### config.mk
export PLATFORM = sky130hd
export DESIGN_NAME = rgb_fade_ctrl
export DESIGN_NICKNAME = d
export VERILOG_FILES = /design/src/rtl/rgb_fade_ctrl.sv
export SDC_FILE = /design/constraint.sdc
export NUM_CORES = 1
export LEC_CHECK = 0
export CORE_UTILIZATION = 57
export CTS_CLUSTER_SIZE = 14
export DETAILED_ROUTE_END_ITERATION = 10
export HOLD_SLACK_MARGIN = 0.08
export PLACE_DENSITY = 0.77
export SLEW_MARGIN = 5
export SYNTH_ARGS = -nofsm -noshare
export SYNTH_HDL_FRONTEND = slang
export SYNTH_SLANG_ARGS = --single-unit
### constraint.sdc
create_clock -name clk -period 6.8 [get_ports clk]
set_input_delay 1.36 -clock clk [delete_from_list [all_inputs] [get_ports clk]]
set_output_delay 1.36 -clock clk [all_outputs]
set_load 0.05 [all_outputs]
### src/rtl/rgb_fade_ctrl.sv
// rgb_fade_ctrl
// Ramps three 8-bit PWM duty registers toward a target colour in fixed
// steps. Duty values change only on the edge where the free-running 8-bit
// frame counter wraps 255->0, so downstream PWM comparators never see a
// mid-period change.
//
// Parameters:
//   STEP             duty increment per step, per channel (1..255)
//   FRAMES_PER_STEP  256-cycle frames per step (1..65535)
//
// Ports:
//   clk                  system clock (shared with the PWM instances)
//   rst                  synchronous, active-high reset
//   tgt_valid/tgt_ready  target colour handshake
//   tgt_r/g/b            target duty per channel
//   duty_r/g/b           duty to the PWM inputs
//   frame_tick           high for one cycle per 256-cycle frame
//   busy                 fade in progress
//   done                 one-cycle pulse when a fade completes
//
// Build option:
//   RGB_FADE_GAMMA_EN    when defined, each duty output is registered as
//                        (lin*lin + 255) >> 8, adding one cycle of latency;
//                        done is delayed by one cycle to stay aligned.
module rgb_fade_ctrl #(
  parameter int unsigned STEP            = 1,
  parameter int unsigned FRAMES_PER_STEP = 4
) (
  input  logic       clk,
  input  logic       rst,
  input  logic       tgt_valid,
  output logic       tgt_ready,
  input  logic [7:0] tgt_r,
  input  logic [7:0] tgt_g,
  input  logic [7:0] tgt_b,
  output logic [7:0] duty_r,
  output logic [7:0] duty_g,
  output logic [7:0] duty_b,
  output logic       frame_tick,
  output logic       busy,
  output logic       done
);

  typedef enum logic {IDLE, FADE} state_t;

  localparam logic [8:0]  STEP9  = 9'(STEP);
  localparam logic [15:0] FPS_M1 = 16'(FRAMES_PER_STEP - 1);

  state_t      state;
  logic [7:0]  frame_cnt;
  logic [15:0] step_cnt;
  logic [7:0]  lin_r, lin_g, lin_b;
  logic [7:0]  tr, tg, tb;
  logic [7:0]  nxt_r, nxt_g, nxt_b;
  logic        step_evt;
  logic        all_eq;
  logic        done_i;

  // Move one channel toward its target by at most STEP, never past it.
  function automatic logic [7:0] step_toward(input logic [7:0] cur,
                                             input logic [7:0] tgt);
    logic [8:0] c9, t9, d9;
    c9 = {1'b0, cur};
    t9 = {1'b0, tgt};
    if (t9 > c9) begin
      d9 = t9 - c9;
      return 8'(c9 + ((d9 < STEP9) ? d9 : STEP9));
    end else if (c9 > t9) begin
      d9 = c9 - t9;
      return 8'(c9 - ((d9 < STEP9) ? d9 : STEP9));
    end else begin
      return cur;
    end
  endfunction

  assign frame_tick = (frame_cnt == 8'hFF);
  assign step_evt   = (state == FADE) && frame_tick && (step_cnt == FPS_M1);

  assign nxt_r  = step_toward(lin_r, tr);
  assign nxt_g  = step_toward(lin_g, tg);
  assign nxt_b  = step_toward(lin_b, tb);
  assign all_eq = (nxt_r == tr) && (nxt_g == tg) && (nxt_b == tb);

  // Held low while rst is asserted so nothing is accepted during reset.
  assign tgt_ready = (state == IDLE) && !rst;

  always_ff @(posedge clk) begin
    if (rst) begin
      state     <= IDLE;
      frame_cnt <= '0;
      step_cnt  <= '0;
      lin_r     <= '0;
      lin_g     <= '0;
      lin_b     <= '0;
      tr        <= '0;
      tg        <= '0;
      tb        <= '0;
      busy      <= 1'b0;
      done_i    <= 1'b0;
    end else begin
      frame_cnt <= frame_cnt + 8'd1;
      done_i    <= 1'b0;
      case (state)
        IDLE: begin
          if (tgt_valid) begin
            tr       <= tgt_r;
            tg       <= tgt_g;
            tb       <= tgt_b;
            step_cnt <= '0;
            busy     <= 1'b1;
            state    <= FADE;
          end
        end
        FADE: begin
          if (frame_tick) begin
            step_cnt <= (step_cnt == FPS_M1) ? '0 : step_cnt + 16'd1;
          end
          if (step_evt) begin
            lin_r <= nxt_r;
            lin_g <= nxt_g;
            lin_b <= nxt_b;
            if (all_eq) begin
              busy   <= 1'b0;
              done_i <= 1'b1;
              state  <= IDLE;
            end
          end
        end
        default: state <= IDLE;
      endcase
    end
  end

`ifdef RGB_FADE_GAMMA_EN
  function automatic logic [7:0] gamma(input logic [7:0] x);
    return 8'((({8'b0, x} * {8'b0, x}) + 16'd255) >> 8);
  endfunction

  always_ff @(posedge clk) begin
    if (rst) begin
      duty_r <= '0;
      duty_g <= '0;
      duty_b <= '0;
      done   <= 1'b0;
    end else begin
      duty_r <= gamma(lin_r);
      duty_g <= gamma(lin_g);
      duty_b <= gamma(lin_b);
      done   <= done_i;
    end
  end
`else
  assign duty_r = lin_r;
  assign duty_g = lin_g;
  assign duty_b = lin_b;
  assign done   = done_i;
`endif

endmodule
==> qor.txt <==
ROUTE
----------------------------------------------------------------------------------------------------
Top routing layer in use ..............................................................         met4
Final routed wire length divided by cell count ........................................ 18.3 microns
Met1 routed wirelength after detailed routing ......................................... 11,900 microns
Met2 wire length ...................................................................... 12,200 microns
Met3 wire len ......................................................................... 2270 microns
Via-per-instance ratio ................................................................         6.46
Residual DRC count ....................................................................            0
Remaining antenna violation count .....................................................            0
Via count .............................................................................        9,599
Initial drt markers ...................................................................          917
Aggregate routed wire length .......................................................... 27,200 microns
Total iterations of the first detailed-routing run ....................................            6

SYNTH
----------------------------------------------------------------------------------------------------
Synth top area share ..................................................................        16.9%
Cell taking the most area after synthesis ............................................. sky130_fd_sc_hd__dfxtp_1
Commonest register cell after synthesis ............................................... sky130_fd_sc_hd__dfxtp_1
Synth Area in XOR/XNOR ................................................................        5.02%
Asr flop ratio synth ..................................................................           0%
EDFF count, synth .....................................................................            0
Number of library cell types mapped by synthesis ......................................           89
Number of synthesized register bits ...................................................           75
Synth warn ............................................................................            0
Fraction of the mapped netlist area in adder cells ....................................        14.8%
Synthesized area per cell .............................................................   7.23 sq um
Ranking of synthesized cells by instance count ........................................ sky130_fd_sc_hd__nand2_1, sky130_fd_sc_hd__a21oi_1, sky130_fd_sc_hd__nor2_1
Main area contributors after synthesis ................................................ sky130_fd_sc_hd__dfxtp_1, sky130_fd_sc_hd__ha_1, sky130_fd_sc_hd__a21oi_1, sky130_fd_sc_hd__nand2_1, sky130_fd_sc_hd__nor2_1
Summed instance area of the synthesized netlist ....................................... 0.00890 sq mm
Main combinational cell family by area after synthesis ................................ compound AO/OA/AOI/OAI gates
Post-Synth Simple-Gate Area ...........................................................        26.8%
Synthesized instance count ............................................................        1,232
Library cell with the highest instance count after synthesis .......................... sky130_fd_sc_hd__nand2_1
Sequential share of the synthesized area ..............................................        16.9%
Synthesized-area fraction occupied by ao, oa, aoi and oai cells .......................        30.4%
Fraction of synthesized area in multiplexers ..........................................       0.829%

WORST SETUP PATH
----------------------------------------------------------------------------------------------------
CP required ...........................................................................      6.99 ns
Start-to-end type of the worst setup path .............................................   reg -> reg
Cell type group with the largest total delay on the critical path ..................... simple AND/OR/NAND/NOR gates
Max stage delay on crit path ..........................................................      0.62 ns
Sort of element at the start of the critical path .....................................    flip-flop
Arrival time reported for the critical path endpoint ..................................      5.99 ns
Kind of end point of the critical path ................................................    flip-flop
Maximum fanout along the worst path ...................................................           13
Buf+Inv Stages, Crit Path .............................................................            1
Slowest CP cell ....................................................................... sky130_fd_sc_hd__or4b_2
List of cells traversed by the critical path .......................................... inv_1 > ha_1 > a21o_1 > a2111oi_0 > nor3_1 > o211a_1 > o2111ai_1 > nor2_1 > nand2_1 > nand2_1 > fa_1 > nand3_1 > a21oi_1 > or4b_2 > o2111ai_1 > o22ai_1 > nand3_1 > o211ai_1 > nor4bb_1 > nand4_1 > nor4_2 > nor3_1

JOB
----------------------------------------------------------------------------------------------------
Max capacitance violation total .......................................................            0

TIMING
----------------------------------------------------------------------------------------------------
Final-report hold violation count .....................................................            0
Highest clock rate ....................................................................    0.173 GHz
Tightest Pin Transition ...............................................................      1.12 ns
Slew headroom .........................................................................        24.8%
Final clock skew ......................................................................   0.00881 ns
RSZ-0062 raised after global routing ..................................................        false
Pins over their slew limit ............................................................            0
Minimum period implied by the final worst setup slack .................................      5.79 ns
Count of final setup violators ........................................................            0
Period utilization ....................................................................        85.2%
Post-Route Setup TNS ..................................................................         0 ns

CLOCK TREE
----------------------------------------------------------------------------------------------------
Number of cells upsized or downsized after cts ........................................            0
Hold-fix buffer count after cts .......................................................            0
H-tree depth reported by CTS ..........................................................            3
Number of buffers on the longest clock path ...........................................            2
CTS Root Cell ......................................................................... sky130_fd_sc_hd__clkbuf_16
Clock-pin slew reported for the worst setup and hold paths after clock tree synthesis .      0.06 ns
Clock sinks ...........................................................................           75
Clock buffer count from CTS ...........................................................            9
TritonCTS clock tree ..................................................................         done
Clock latency reported for the late side of the worst-skew pair .......................      0.35 ns
Setup Buffers After CTS ...............................................................            0

DIE
----------------------------------------------------------------------------------------------------
Initial core utilization ..............................................................        58.6%
Area enclosed by the die boundary ..................................................... 0.0161 sq mm
I/O pins ..............................................................................           55
Area of the core ...................................................................... 0.0152 sq mm
Row count .............................................................................           45
Die Height ............................................................................  127 microns
Width of the die ......................................................................  127 microns

POWER
----------------------------------------------------------------------------------------------------
P per Cell Area .......................................................................  166 mW/mm^2
Worst-case vdd ir drop ................................................................       138 uV
Leakage ...............................................................................      4.07 nW

FINISH
----------------------------------------------------------------------------------------------------
NumNets Final .........................................................................        1,419
Number of antenna repair diodes .......................................................            0
Area growth syn-to-layout .............................................................        12.4%
Fraction of layout instances using a drive strength above 1 ...........................        4.08%
Final instance count without filler cells .............................................        1,487

STATUS
----------------------------------------------------------------------------------------------------
Result of the run .....................................................................    completed

WORST HOLD PATH
----------------------------------------------------------------------------------------------------
Min-Delay Path Class ..................................................................   reg -> reg

PLACED DESIGN
----------------------------------------------------------------------------------------------------
Port Buffer Count .....................................................................           54
Final Wtd Congestion ..................................................................        0.997
# placed instances ....................................................................        1,471
Total half-perimeter wirelength after legalization and detailed placement ............. 20,900 microns

GLOBAL ROUTING
----------------------------------------------------------------------------------------------------
Number of antenna violations at the first check in global routing .....................            0
Maximum number of pins on one net before global-route repair ..........................           77
Remaining global-route overflow .......................................................            0
Via count of the first global-routing pass ............................................        8,473
First-pass GRT wire length ............................................................ 43,400 microns
Global routing usage summed across all routing layers .................................        33.7%

[flip-flops by register name (all words and copies together), names as in the netlist]
signal     flops
tg             8
tb             8
frame_cnt      8
duty_r         8
state          1
tr             8
duty_b         8
done           1
step_cnt      16
busy           1
duty_g         8
[worst paths after layout]
check,cells after the start,end,startpoint,slack [ns]
worst max-delay path,22,state$_SDFF_PP0_,duty_r[4]$_SDFFE_PP0P_,1.01
worst min-delay path,1,frame_cnt[0]$_SDFF_PP0_,frame_cnt[0]$_SDFF_PP0_,0.47
worst max register to register,22,state$_SDFF_PP0_,duty_r[4]$_SDFFE_PP0P_,1.01
worst min register to register,1,frame_cnt[0]$_SDFF_PP0_,frame_cnt[0]$_SDFF_PP0_,0.47
[layer usage]
metal  up-vias  GRT usage, %
li1       4655             -
met2       451          54.5
met4         0          12.3
met5         -             0
met1      4435          45.8
met3        58          4.61
[power by group]
group          switching [W]  internal (W)
clock               0.000210      0.000362
combinational       0.000389      0.000237
sequential         0.0000184      0.000450
[stage by stage]
stage / total power (W) / setup WS (ns) / util (%) / hold slack (ns) / instance area [sq um]
after CTS: 0.00165 / 1.12 / 65.8 / 0.473 / 10000
after global placement: 0.00108 / 1.28 / 63.6 / 0.448 / 9660
after global routing: 0.00174 / 0.570 / 65.8 / 0.497 / 10000
after floorplan: 0.000928 / 1.36 / - / 0.426 / 9050
after detailed placement: 0.00108 / 1.14 / 63.6 / 0.457 / 9660
final: 0.00167 / 1.01 / 65.8 / 0.467 / 10000
[kinds of logic after synthesis]
family | count (synthesis)
and+or+nand+nor | 477
AOI/OAI and AO/OA | 403
buffers and inverters | 119
adders and majority gates | 98
DFF | 75
xor gates and xnor gates | 51
muxes | 7
other | 2
[cells in the final DEF (no fill, tap or decap), drive strengths merged, types with 16 or more instances in the layout]
cell,Yosys,layout
a21o,24,24
nor2b,19,19
clkdlybuf4s50,0,53
xor2,18,18
and3,23,23
nand4,17,17
nand2,136,136
o211ai,20,20
dfxtp,75,75
xnor2,33,33
o21ai,67,67
o21a,16,16
a211oi,24,24
conb,2,42
inv,72,75
ha,86,86
nand3,43,43
a21oi,122,122
nor3,32,32
nor2,107,107
[cell type report]
type                            instances  area (sq um)
Clock buffer                            9           225
Clock inverter                          7           121
Fill cell                            1378          5190
Inverter                               72           270
Multi-Input combinational cell       1078          7090
Sequential cell                        75          1500
Tap cell                              188           235
Timing Repair Buffer                   58           566
No activity file was read; power rests on OpenSTA's default activity.
